--- config.mk ---
export PLATFORM = sky130hd
export DESIGN_NAME = rsp_s1_prep_feeder_flat
export DESIGN_NICKNAME = d
export VERILOG_FILES = /design/src/rtl/rsp_s1_prep_feeder_if.sv /design/src/rtl/rsp_s1_prep_feeder.sv /design/src/flat_wrapper.sv
export SDC_FILE = /design/constraint.sdc
export NUM_CORES = 1
export LEC_CHECK = 0
export CAP_MARGIN = 25
export CORE_MARGIN = 2
export CORE_UTILIZATION = 45
export DETAILED_ROUTE_END_ITERATION = 8
export PLACE_DENSITY = 0.7
export SETUP_SLACK_MARGIN = 0.5
export SLEW_MARGIN = 20
export SYNTH_ARGS = -nofsm -noshare
export SYNTH_HDL_FRONTEND = slang
export SYNTH_SLANG_ARGS = --single-unit
--- constraint.sdc ---
create_clock -name clk -period 6.3 [get_ports clk]
set_input_delay 0.945 -clock clk [delete_from_list [all_inputs] [get_ports clk]]
set_output_delay 0.945 -clock clk [all_outputs]
set_load 0.01 [all_outputs]
--- src/rtl/rsp_s1_prep_feeder_if.sv ---
// Stream/multiplier bus of the prep feeder: the upstream sample handshake and
// the sample/twiddle pair presented to the prep multiplier.
interface rsp_s1_prep_feeder_if #(
  parameter int SAMPLE_WIDTH  = 32,
  parameter int TWIDDLE_WIDTH = 48,
  parameter int NUM           = 8
);
  localparam int IW = $clog2(NUM);

  logic [SAMPLE_WIDTH-1:0]  i_s_data;
  logic                     i_s_valid;
  logic                     o_s_ready;
  logic [SAMPLE_WIDTH-1:0]  o_x0_data;
  logic [TWIDDLE_WIDTH-1:0] o_w;
  logic                     o_x0_valid;
  logic                     o_switch;
  logic [IW-1:0]            o_idx;

  // slave = the feeder itself; master = upstream source plus multiplier sink
  modport slave (
    input  i_s_data, i_s_valid,
    output o_s_ready, o_x0_data, o_w, o_x0_valid, o_switch, o_idx
  );

  modport master (
    output i_s_data, i_s_valid,
    input  o_s_ready, o_x0_data, o_w, o_x0_valid, o_switch, o_idx
  );
endinterface

--- src/rtl/rsp_s1_prep_feeder.sv ---
// Frame sequencer for the rsp_s1 prep multiplier: pairs NUM upstream samples
// with table twiddles, then waits out the multiplier latency before o_done.
module rsp_s1_prep_feeder #(
  parameter int TWIDDLE_WIDTH     = 48,
  parameter int SAMPLE_WIDTH      = 32,
  parameter int NUM               = 8,
  parameter int MUL_COMPLEX_VALID = 6,
  parameter int MUL_REAL_VALID    = 3
) (
  input  logic                     clk,
  input  logic                     rst_n,
  input  logic                     i_start,
  input  logic                     i_bypass,
  input  logic                     i_abort,
  input  logic                     i_cfg_we,
  input  logic [$clog2(NUM)-1:0]   i_cfg_addr,
  input  logic [TWIDDLE_WIDTH-1:0] i_cfg_wdata,
  rsp_s1_prep_feeder_if.slave      bus,
  output logic                     o_busy,
  output logic                     o_done,
  output logic                     o_cfg_err
);
  localparam int CW   = $clog2(NUM);
  localparam int MAXL = (MUL_COMPLEX_VALID > MUL_REAL_VALID) ? MUL_COMPLEX_VALID : MUL_REAL_VALID;
  localparam int DW   = $clog2(MAXL + 1);

  typedef enum logic [1:0] {S_IDLE, S_RUN, S_DRAIN} state_t;

  state_t                   r_state, w_state_next;
  logic                     r_mode, w_mode_next;
  logic [CW-1:0]            r_cnt, w_cnt_next;
  logic [DW-1:0]            r_drain, w_drain_next;
  logic [SAMPLE_WIDTH-1:0]  r_x0_data, w_x0_data_next;
  logic [TWIDDLE_WIDTH-1:0] r_w, w_w_next;
  logic [CW-1:0]            r_idx, w_idx_next;
  logic                     r_x0_valid, w_x0_valid_next;
  logic                     r_done, w_done_next;
  logic                     r_cfg_err, w_cfg_err_next;

  logic [TWIDDLE_WIDTH-1:0] r_table [NUM];
  logic [NUM-1:0]           w_entry_we;
  logic                     w_tbl_we;
  logic                     w_accept;

  // abort wins over the sample offered in the same cycle
  assign w_accept = bus.i_s_valid && (r_state == S_RUN) && !i_abort;
  assign w_tbl_we = i_cfg_we && (r_state == S_IDLE);

  genvar gi;
  generate
    for (gi = 0; gi < NUM; gi++) begin : g_entry_we
      assign w_entry_we[gi] = w_tbl_we && (i_cfg_addr == CW'(gi));
    end
  endgenerate

  // Coefficient table is deliberately not reset so a reset keeps loaded twiddles.
  always_ff @(posedge clk) begin
    for (int k = 0; k < NUM; k++) begin
      if (w_entry_we[k]) r_table[k] <= i_cfg_wdata;
    end
  end

  always_comb begin
    w_state_next    = r_state;
    w_mode_next     = r_mode;
    w_cnt_next      = r_cnt;
    w_drain_next    = r_drain;
    w_x0_data_next  = r_x0_data;
    w_w_next        = r_w;
    w_idx_next      = r_idx;
    w_x0_valid_next = 1'b0;
    w_done_next     = 1'b0;
    w_cfg_err_next  = i_cfg_we && (r_state != S_IDLE);
    case (r_state)
      S_IDLE: begin
        if (i_start && !i_abort) begin
          w_state_next = S_RUN;
          w_mode_next  = i_bypass;
          w_cnt_next   = '0;
        end
      end
      S_RUN: begin
        if (i_abort) begin
          w_state_next = S_IDLE;
        end else if (w_accept) begin
          w_x0_valid_next = 1'b1;
          w_x0_data_next  = bus.i_s_data;
          w_w_next        = r_table[r_cnt];
          w_idx_next      = r_cnt;
          if (r_cnt == CW'(NUM - 1)) begin
            w_cnt_next   = '0;
            w_state_next = S_DRAIN;
            w_drain_next = r_mode ? DW'(MUL_REAL_VALID) : DW'(MUL_COMPLEX_VALID);
          end else begin
            w_cnt_next = r_cnt + 1'b1;
          end
        end
      end
      S_DRAIN: begin
        if (i_abort) begin
          w_state_next = S_IDLE;
          w_drain_next = '0;
        end else if (r_drain <= DW'(1)) begin
          // counter hits zero on this edge: done and IDLE appear together
          w_drain_next = '0;
          w_done_next  = 1'b1;
          w_state_next = S_IDLE;
        end else begin
          w_drain_next = r_drain - 1'b1;
        end
      end
      default: w_state_next = S_IDLE;
    endcase
  end

  always_ff @(posedge clk) begin
    if (!rst_n) begin
      r_state    <= S_IDLE;
      r_mode     <= 1'b0;
      r_cnt      <= '0;
      r_drain    <= '0;
      r_x0_data  <= '0;
      r_w        <= '0;
      r_idx      <= '0;
      r_x0_valid <= 1'b0;
      r_done     <= 1'b0;
      r_cfg_err  <= 1'b0;
    end else begin
      r_state    <= w_state_next;
      r_mode     <= w_mode_next;
      r_cnt      <= w_cnt_next;
      r_drain    <= w_drain_next;
      r_x0_data  <= w_x0_data_next;
      r_w        <= w_w_next;
      r_idx      <= w_idx_next;
      r_x0_valid <= w_x0_valid_next;
      r_done     <= w_done_next;
      r_cfg_err  <= w_cfg_err_next;
    end
  end

  assign bus.o_s_ready  = (r_state == S_RUN);
  assign bus.o_x0_data  = r_x0_data;
  assign bus.o_w        = r_w;
  assign bus.o_x0_valid = r_x0_valid;
  assign bus.o_switch   = r_mode;
  assign bus.o_idx      = r_idx;
  assign o_busy         = (r_state != S_IDLE);
  assign o_done         = r_done;
  assign o_cfg_err      = r_cfg_err;
endmodule

--- src/flat_wrapper.sv ---
// flat-port wrapper written by rule: the top's interface ports become plain ports
module rsp_s1_prep_feeder_flat 
#(
  parameter int TWIDDLE_WIDTH     = 48,
  parameter int SAMPLE_WIDTH      = 32,
  parameter int NUM               = 8,
  parameter int MUL_COMPLEX_VALID = 6,
  parameter int MUL_REAL_VALID    = 3
)
  (clk, rst_n, i_start, i_bypass, i_abort, i_cfg_we, i_cfg_addr, i_cfg_wdata, o_busy, o_done, o_cfg_err, bus_i_s_data, bus_i_s_valid, bus_o_s_ready, bus_o_x0_data, bus_o_w, bus_o_x0_valid, bus_o_switch, bus_o_idx);
  rsp_s1_prep_feeder_if #(.SAMPLE_WIDTH(SAMPLE_WIDTH), .TWIDDLE_WIDTH(TWIDDLE_WIDTH), .NUM(NUM)) bus_i ();
  input  logic clk;
  input  logic rst_n;
  input  logic i_start;
  input  logic i_bypass;
  input  logic i_abort;
  input  logic i_cfg_we;
  input  logic [$clog2(NUM)-1:0] i_cfg_addr;
  input  logic [TWIDDLE_WIDTH-1:0] i_cfg_wdata;
  output logic o_busy;
  output logic o_done;
  output logic o_cfg_err;
  input wire logic [$bits(bus_i.i_s_data)-1:0] bus_i_s_data;
  input wire logic [$bits(bus_i.i_s_valid)-1:0] bus_i_s_valid;
  output wire logic [$bits(bus_i.o_s_ready)-1:0] bus_o_s_ready;
  output wire logic [$bits(bus_i.o_x0_data)-1:0] bus_o_x0_data;
  output wire logic [$bits(bus_i.o_w)-1:0] bus_o_w;
  output wire logic [$bits(bus_i.o_x0_valid)-1:0] bus_o_x0_valid;
  output wire logic [$bits(bus_i.o_switch)-1:0] bus_o_switch;
  output wire logic [$bits(bus_i.o_idx)-1:0] bus_o_idx;
  assign bus_i.i_s_data = bus_i_s_data;
  assign bus_i.i_s_valid = bus_i_s_valid;
  assign bus_o_s_ready = bus_i.o_s_ready;
  assign bus_o_x0_data = bus_i.o_x0_data;
  assign bus_o_w = bus_i.o_w;
  assign bus_o_x0_valid = bus_i.o_x0_valid;
  assign bus_o_switch = bus_i.o_switch;
  assign bus_o_idx = bus_i.o_idx;
  rsp_s1_prep_feeder #(.TWIDDLE_WIDTH(TWIDDLE_WIDTH), .SAMPLE_WIDTH(SAMPLE_WIDTH), .NUM(NUM), .MUL_COMPLEX_VALID(MUL_COMPLEX_VALID), .MUL_REAL_VALID(MUL_REAL_VALID)) u_core (.clk(clk), .rst_n(rst_n), .i_start(i_start), .i_bypass(i_bypass), .i_abort(i_abort), .i_cfg_we(i_cfg_we), .i_cfg_addr(i_cfg_addr), .i_cfg_wdata(i_cfg_wdata), .bus(bus_i), .o_busy(o_busy), .o_done(o_done), .o_cfg_err(o_cfg_err));
endmodule
==> results_dict.tcl, run 1 <==
set metrics [dict create \
    status "finished clean" \
    portBuffers 178 \
    cp.required_ns 5.35 \
    via_count 10105 \
    worstPathMaxFanout 10 \
    power.density_nw_per_um2 302 \
    worstRegToRegCells 5 \
    final_nets 1375 \
    die_w_um 205 \
    start_kind "flip-flop" \
    yosysTopAreaCell "edfxtp_1" \
    antenna_found_initial 2 \
    synthFlopType "edfxtp_1" \
    rsz0062_at_grt "no" \
    totalWireLength_um 39200 \
    async_flop_share 0 \
    setup_violations 0 \
    cts_tree "yes" \
    synth_top_area_frac 0.634 \
    start_util 0.457 \
    ios 179 \
    first_pass_iters 5 \
    hpwlAfterDp_um 21800 \
    clk_latency_ns 0.59 \
    dieArea_um2 42000 \
    yosys_warnings 0 \
    hold_class "reg2reg" \
    hold_buffers 0 \
    postRouteAntennaNets 0 \
    globalRouteOverflowTotal 0 \
    setup_tns_ns 0 \
    clock-root-buffer "clkbuf_16" \
    grt_max_degree 95 \
    synth-edff-count 384 \
    design_area_um2 22000 \
    htree_levels 2 \
    critPathLaunch "u_core.r_state[0]" \
    tightestPinTransition_ns 0.973 \
    crit_end "bus_o_s_ready" \
    via_per_inst 5.47 \
    fill_cells 3147 \
    core_area_um2 39800 \
    die_h_um 205 \
    cap_violations 0 \
    avgRoutedWirePerCell_um 21.2 \
    worstSetupPathType "reg2out" \
    max_freq_mhz 332 \
    grt_first_pass_wirelength_um 59000 \
    syn_area_um2 18200 \
    ys_seq_elements 479 \
    grt_use_total 0.186 \
    report.final.slew_viol_count 0 \
    synth_most_common_cell "edfxtp_1" \
    finalCriticalPeriod_ns 3.01 \
    ir_drop_uv 227 \
    synthTopCellsByCount "edfxtp_1, mux2i_1, mux2_2, dfxtp_1, nand2_1" \
    critPathArrivalTime_ns 2.06 \
    synth_cell_types 39 \
    post_cts_buffers 0 \
    fin_util 0.553 \
    p_leak_nw 6.95 \
    skew_ns 0.0209 \
    drive_above_1_share 0.155 \
    cts_buffers 48 \
    reg2reg_from "u_core.r_cnt[1]" \
    relSlewSlack 0.350 \
    synthTopCellsByArea "edfxtp_1, dfxtp_1, mux2_2" \
    netlist_instances 1112 \
    holdCritStartpoint "u_core.bus.o_x0_data[7]" \
    cts_buffer_depth 3 \
    syn_area_per_cell_um2 16.4 \
    place.gp.congestion 0.748 \
    syn_to_final_growth_pct 21.1 \
    antenna_cells 0 \
    regToRegSetupSlack_ns 3.64 \
    cts_resized 0 \
    rows 73 \
    drc 0 \
    grt_pass1_vias 10109 \
    hold_ws_ns 0.450 \
    min_period_over_period 0.478 \
    clk_pin_slew_worst_paths_ns 0.06 \
    drt_iter0_drc 739 \
    worst_setup_path_end_kind "primary output" \
    reg2reg_to "u_core.bus.o_w[28]" \
    hold_viol_final 0 \
    dpl_cell_area_um2 20400 \
    yosysSeqAreaShare 0.738 \
    synth_nets 1206 \
    clock-sinks 479 \
]
==> how the worst min path moves through the flow <==
stage,to,slack (ns),cells after the start
after floorplan,u_core.bus.o_x0_data[29],0.48,2
final,u_core.bus.o_x0_data[7],0.45,2
after CTS,u_core.bus.o_x0_data[6],0.45,2
after global routing,u_core.bus.o_x0_data[6],0.47,2
after detailed placement,u_core.bus.o_x0_data[6],0.45,2
after global placement,u_core.bus.o_x0_data[5],0.44,2
==> state kept, by name, indices dropped and copies added (netlist names), 2 cells and up <==
name	count
u_core.r_table	384
u_core.bus.o_w	48
u_core.bus.o_x0_data	32
u_core.bus.o_idx	3
u_core.r_cnt	3
u_core.r_drain	3
u_core.r_state	2
==> through the flow <==
stage          std cells  setup slack [ns]  total power [W]
6_report            1846              3.29          0.00665
4_1_cts             1846              3.25          0.00671
3_5_place_dp        1756              2.81          0.00379
3_3_place_gp        1755              2.76          0.00378
5_1_grt             1846              3.08          0.00685
2_1_floorplan       1112              1.35          0.00364
==> per-layer routing <==
| layer | vias to the layer above | wire length [um] | GRT usage |
|---|---|---|---|
| met1 | 5035 | 17400 | 0.251 |
| met3 | 65 | 2490 | 0.0406 |
| met5 | - | 32 | 0 |
| met4 | 4 | 798 | 0.0540 |
| li1 | 4673 | - | - |
| met2 | 328 | 18400 | 0.304 |
==> logic make-up after synthesis <==
logic type      after synthesis  share of synthesized area
buf+inv                      77                     0.0268
fa+ha+maj                     4                    0.00275
flops                       479                      0.738
mux                         194                      0.113
compound gates              240                     0.0896
simple gates                117                     0.0285
xor+xnor                      1                   0.000482
==> final cells by class <==
type                    count  area (um2)  area share
well taps                 525         657      0.0298
multi-input cells         556        4370       0.198
clock buffers              63        1310      0.0594
inverters                   4        15.0    0.000682
clock inverters            27         322      0.0146
flip-flops and latches    479       13400       0.610
repair buffers            192        1920      0.0870
==> power breakdown <==
part	internal, W	switching (W)	total (W)	leakage (nW)
Combinational	0.000103	0.000127	0.000230	1.90
Clock	0.00175	0.00117	0.00292	0.800
Sequential	0.00348	0.0000165	0.00349	4.25
==> cells in the final DEF (no fill, tap or decap), types with 49 or more instances in the layout <==
master	count
edfxtp_1	384
clkdlybuf4s50_1	177
mux2i_1	98
mux2_2	96
dfxtp_1	94
nand2_1	72
a21oi_1	50
o21ai_0	49
clkbuf_16	49
==> worst max-delay path, stage by stage (launching register included) <==
cell             delay (ns)
dfxtp_1                0.51
nor2b_1                0.36
clkdlybuf4s50_1        0.63
Power figures use the tool's default switching activity.
==> run 2, diff against run 1 <==
- clock period: 6.3 -> 2.9 ns (I/O delays scaled with it)
==> run 2 against run 1 <==
  * Design area grew 1.0%
  * Global-route usage rose by 0.14 points
  * Via count rose by 0.18%
  * Worst hold slack lost 0.064 ns
  * Flip-flop and latch count unchanged
  * First-iteration DRC count rose by 6.4%
  * Critical path type unchanged
==> results_dict.tcl, run 2 (same netlist as run 1, synthesis figures left out) <==
set metrics [dict create \
    cpPeakStageDelay_ns 0.57 \
    p_leak_nw 7.04 \
    drc 0 \
    grt_use_total 0.187 \
    avgRoutedWirePerCell_um 21.3 \
    ir_drop_uv 493 \
    fill_cells 3151 \
    use_met2 0.318 \
    dp.cells 1772 \
    finalCriticalPeriod_ns 2.26 \
    cts_buffer_depth 3 \
    largest_reg_flops 384 \
    reg2reg_from "u_core.r_cnt[0]" \
    grt_pass1_vias 10187 \
    cp_slowest_cell "clkdlybuf4s50_1" \
    clock-root-buffer "clkbuf_16" \
    portBuffers 178 \
    hold_class "in2reg" \
    first_pass_iters 5 \
    worstSetupPathType "reg2out" \
    drive_above_1_share 0.162 \
    cp.required_ns 2.47 \
    final_nets 1391 \
    clk_pin_slew_worst_paths_ns 0.06 \
    layout_common_cells "edfxtp_1, clkdlybuf4s50_1, mux2i_1" \
    ios 179 \
    dieArea_um2 42000 \
    clock-sinks 479 \
    cts_tree "yes" \
    via_per_inst 5.44 \
    finalNonFillerCells 1862 \
    regToRegSetupSlack_ns 0.65 \
    regMostFlops "u_core.r_table" \
    setup_ws_ns 0.644 \
    htree_levels 2 \
    totalWireLength_um 39600 \
    antenna_cells 0 \
    core_area_um2 39800 \
    start_util 0.457 \
    die_h_um 205 \
    critPathArrivalTime_ns 1.82 \
    hpwlAfterDp_um 23100 \
    worstPathMaxFanout 10 \
    critPathLaunch "u_core.r_state[0]" \
    via_count 10123 \
    postRouteAntennaNets 0 \
    antenna_found_initial 2 \
    pre_cts_slack_ns 0.505 \
    max_freq_mhz 443 \
    skew_ns 0.0235 \
    clk_latency_ns 0.59 \
    setup_tns_ns 0 \
    grt_busiest_layer "met2" \
    status "finished clean" \
    min_period_over_period 0.778 \
    grt_use_met3 0.0425 \
    post_cts_buffers 0 \
    power.density_nw_per_um2 644 \
    relSlewSlack 0.424 \
    start_kind "flip-flop" \
    syn_to_final_growth_pct 22.3 \
    worstHoldPathCells 2 \
    tightestPinTransition_ns 0.861 \
    globalRouteOverflowTotal 0 \
    reg2reg_to "u_core.bus.o_w[16]" \
    grt_first_pass_wirelength_um 59500 \
    place.gp.congestion 0.779 \
    fin_util 0.559 \
    power.total_w 0.0143 \
    report.final.slew_viol_count 0 \
    cap_violations 0 \
    worst_setup_path_end_kind "primary output" \
    grt_max_degree 62 \
    rows 73 \
    crit_end "bus_o_s_ready" \
    setup_violations 0 \
    layout_commonest_cell "edfxtp_1" \
    die_w_um 205 \
    met1_usage 0.246 \
    hold_viol_final 0 \
    cts_buffers 48 \
    cp_cell_sequence "nor2b_4 -> clkdlybuf4s50_1" \
    rsz0062_at_grt "no" \
    drt_iter0_drc 786 \
    worstRegToRegCells 4 \
]
run 2: repair_timing:
| action | in CTS | in global routing |
|---|---|---|
| gates cloned | 0 | 0 |
| gates resized for setup | 2 | 1 |
| hold buffers | 0 | 0 |
| setup endpoints to repair | 1 | 1 |
run 2: routing by layer:
layer	vias to the layer above	routed length, um	share of wire
li1	4717	-	-
met1	5055	17200	0.43
met2	300	19200	0.48
met3	47	2620	0.066
met4	4	563	0.014
met5	-	27	0.00068
run 2: area by class of cell:
cell class / instances / area, um2 / area share
Multi-Input combinational cell: 556 / 4390 / 0.197
Timing Repair Buffer: 208 / 2150 / 0.0968
Sequential cell: 479 / 13400 / 0.604
Tap cell: 525 / 657 / 0.0295
Inverter: 4 / 15.0 / 0.000675
Clock buffer: 70 / 1310 / 0.0590
Clock inverter: 20 / 287 / 0.0129
run 2: through the flow:
| step | hold slack, ns | cell area [um2] |
|---|---|---|
| CTS | 0.347 | 22200 |
| finish | 0.387 | 22300 |
| global placement | 0.442 | 20600 |
| global route | 0.381 | 22300 |
| detailed placement | 0.448 | 20600 |
| floorplan | 0.479 | 18200 |
run 2: power by group:
| part | switching [W] | total (W) | internal, W |
|---|---|---|---|
| Sequential | 0.0000362 | 0.00759 | 0.00755 |
| Clock | 0.00252 | 0.00622 | 0.00370 |
| Combinational | 0.000283 | 0.000520 | 0.000237 |
| Total | 0.00284 | 0.0143 | 0.0115 |
run 2: worst max-delay path, delay by kind of cell (launching register included):
kind                   cells  cell delay [ns]
buffers and inverters      1             0.57
flip-flops                 1             0.44
AND/OR/NAND/NOR            1             0.24
run 2: how the worst min path moves through the flow:
| stage | from | endpoint |
|---|---|---|
| floorplan | u_core.bus.o_x0_data[29] | u_core.bus.o_x0_data[29] |
| global placement | u_core.bus.o_x0_data[29] | u_core.bus.o_x0_data[29] |
| detailed placement | u_core.bus.o_x0_data[5] | u_core.bus.o_x0_data[5] |
| CTS | rst_n | u_core.r_drain[0] |
| global route | rst_n | u_core.r_drain[1] |
| finish | rst_n | u_core.r_drain[0] |
==> run 3, diff against run 2 <==
- clock period: 2.9 -> 2.2 ns (I/O delays scaled with it)
==> run 3 against run 2 <==
  * First-iteration DRC count grew 12%
  * Core utilization rose by 1.3 points
  * Total power grew 31%
  * Combinational power increased by 33%
  * Die area unchanged
  * Register-to-register slack got worse by 0.15 ns
  * Sequential share of layout area fell by 1.4 points
  * Cell count grew 2.1%
  * Clock power increased by 29%
  * Critical path type is now reg2reg
  * Largest cell class unchanged
==> results_dict.tcl, run 3 (same netlist as run 1, synthesis figures left out) <==
set metrics [dict create \
    highest_layer "met5" \
    globalRouteOverflowTotal 0 \
    clk_latency_ns 0.55 \
    pwr-share-comb 0.037 \
    critPathArrivalTime_ns 2.13 \
    relSlewSlack 0.638 \
    status "finished clean" \
    worstSetupPathType "reg2reg" \
    pre_cts_slack_ns 0.225 \
    p_int_w 0.0150 \
    max_freq_mhz 587 \
    skew_ns 0.0121 \
    layout_common_cells "edfxtp_1, mux2i_1, mux2_2" \
    core_area_um2 39800 \
    cap_violations 0 \
    setup_violations 0 \
    multi_input_area_um2 4400 \
    syn_to_final_growth_pct 25.2 \
    worstPathMaxFanout 22 \
    min_period_over_period 0.774 \
    portBuffers 178 \
    finalNonFillerCells 1902 \
    die_w_um 205 \
    die_h_um 205 \
    clk_pin_slew_worst_paths_ns 0.06 \
    swShare 0.197 \
    dp.cells 1795 \
    drt_iter0_drc 884 \
    clock-sinks 479 \
    ff_latch_area_um2 13400 \
    grt_max_degree 51 \
    grt_pass1_vias 10243 \
    report.final.slew_viol_count 0 \
    rows 73 \
    via_count 10441 \
    cts_buffers 47 \
    ios 179 \
    drt-met1-wl_um 18000 \
    start_kind "flip-flop" \
    worst_setup_path_end_kind "flip-flop" \
    grt_first_pass_wirelength_um 60100 \
    dieArea_um2 42000 \
    largest_reg_flops 384 \
    cts_buffer_depth 3 \
    htree_levels 2 \
    antenna_found_initial 3 \
    layout_commonest_cell "edfxtp_1" \
    final_nets 1433 \
    drc 0 \
    setup_ws_ns 0.497 \
    cts_tree "yes" \
    totalWireLength_um 40300 \
    hold_class "in2reg" \
    pwr-share-seq 0.534 \
    via_per_inst 5.49 \
    dpl_cell_area_um2 21000 \
    power.density_nw_per_um2 822 \
    net-switching-power_w 0.00369 \
    finalCriticalPeriod_ns 1.70 \
    met2_length_um 18600 \
    avgRoutedWirePerCell_um 21.2 \
    cp.required_ns 2.62 \
    antenna_cells 0 \
    ir_drop_uv 488 \
    place.gp.congestion 0.750 \
    wl_met3_um 2860 \
    grt_use_total 0.187 \
    rsz0062_at_grt "yes" \
    hold_viol_final 0 \
    tightestPinTransition_ns 0.542 \
    drive_above_1_share 0.200 \
    postRouteAntennaNets 0 \
    start_util 0.457 \
    hold_ws_ns 0.290 \
    hpwlAfterDp_um 23200 \
    p_leak_nw 7.77 \
    regMostFlops "u_core.r_table" \
    power.share.clock 0.429 \
    design_area_um2 22800 \
    fill_cells 3096 \
    clock-root-buffer "clkbuf_16" \
    first_pass_iters 5 \
]
run 3: cell count changes in the layout (fill, tap and decap cells not counted), sizes merged:
cell           previous run  this run
inv                       4         5
clkinvlp                  2         4
dlygate4sd2               0        87
clkbuf                   70        64
clkinv                   12        18
buf                      31        71
bufinv                    6         5
clkdlybuf4s50           177        88
run 3: area by class of cell:
class / count / share of cell area
clock inverter: 28 / 0.0121
sequential: 479 / 0.590
multi-input combinational: 556 / 0.193
timing repair buffer: 251 / 0.118
tap: 525 / 0.0288
clock buffer: 59 / 0.0568
inverter: 4 / 0.000659
run 3: worst max-delay path, stage by stage (launching register included):
cell,delay (ns)
dfxtp_4,0.43
buf_12,0.16
buf_12,0.18
mux2_2,0.36
o22ai_1,0.16
a221o_1,0.19
a21oi_1,0.08
run 3: path summary, 6_finish.rpt:
kind,startpoint,to,slack (ns),cells past startpoint
min,rst_n,u_core.r_drain[1],0.29,2
max,u_core.r_cnt[1],u_core.bus.o_w[3],0.50,6
max reg2reg,u_core.r_cnt[1],u_core.bus.o_w[3],0.50,6
min reg2reg,u_core.bus.o_x0_data[6],u_core.bus.o_x0_data[6],0.45,2
run 3: metal layers:
| layer | vias up | global-route usage |
|---|---|---|
| met4 | 6 | 0.0511 |
| li1 | 4796 | - |
| met3 | 68 | 0.0383 |
| met2 | 358 | 0.305 |
| met1 | 5213 | 0.256 |
| met5 | - | 0 |
run 3: repair_timing:
item | 4_1_cts | 5_1_grt
cloned | 2 | 3
pin swaps | 1 | 0
endpoints found under the setup margin | 138 | 31
hold buffers | 0 | 0
buffers inserted | 4 | 11
gates resized for setup | 105 | 12
run 3: stage by stage:
| step | utilization | power, W | setup TNS, ns |
|---|---|---|---|
| finish | 0.572 | 0.0187 | 0 |
| global route | 0.572 | 0.0193 | 0 |
| detailed placement | 0.527 | 0.0109 | 0 |
| floorplan | - | 0.0104 | -82.62 |
| CTS | 0.567 | 0.0189 | 0 |
| global placement | 0.527 | 0.0109 | 0 |
run 3: power by group through the flow:
stage          clock network [W]  logic, W  registers, W
2_1_floorplan                  0  0.000225        0.0102
3_3_place_gp                   0  0.000693        0.0102
3_5_place_dp                   0  0.000707        0.0102
4_1_cts                  0.00817  0.000693        0.0100
5_1_grt                  0.00854  0.000747        0.0100
6_report                 0.00803  0.000693        0.0100
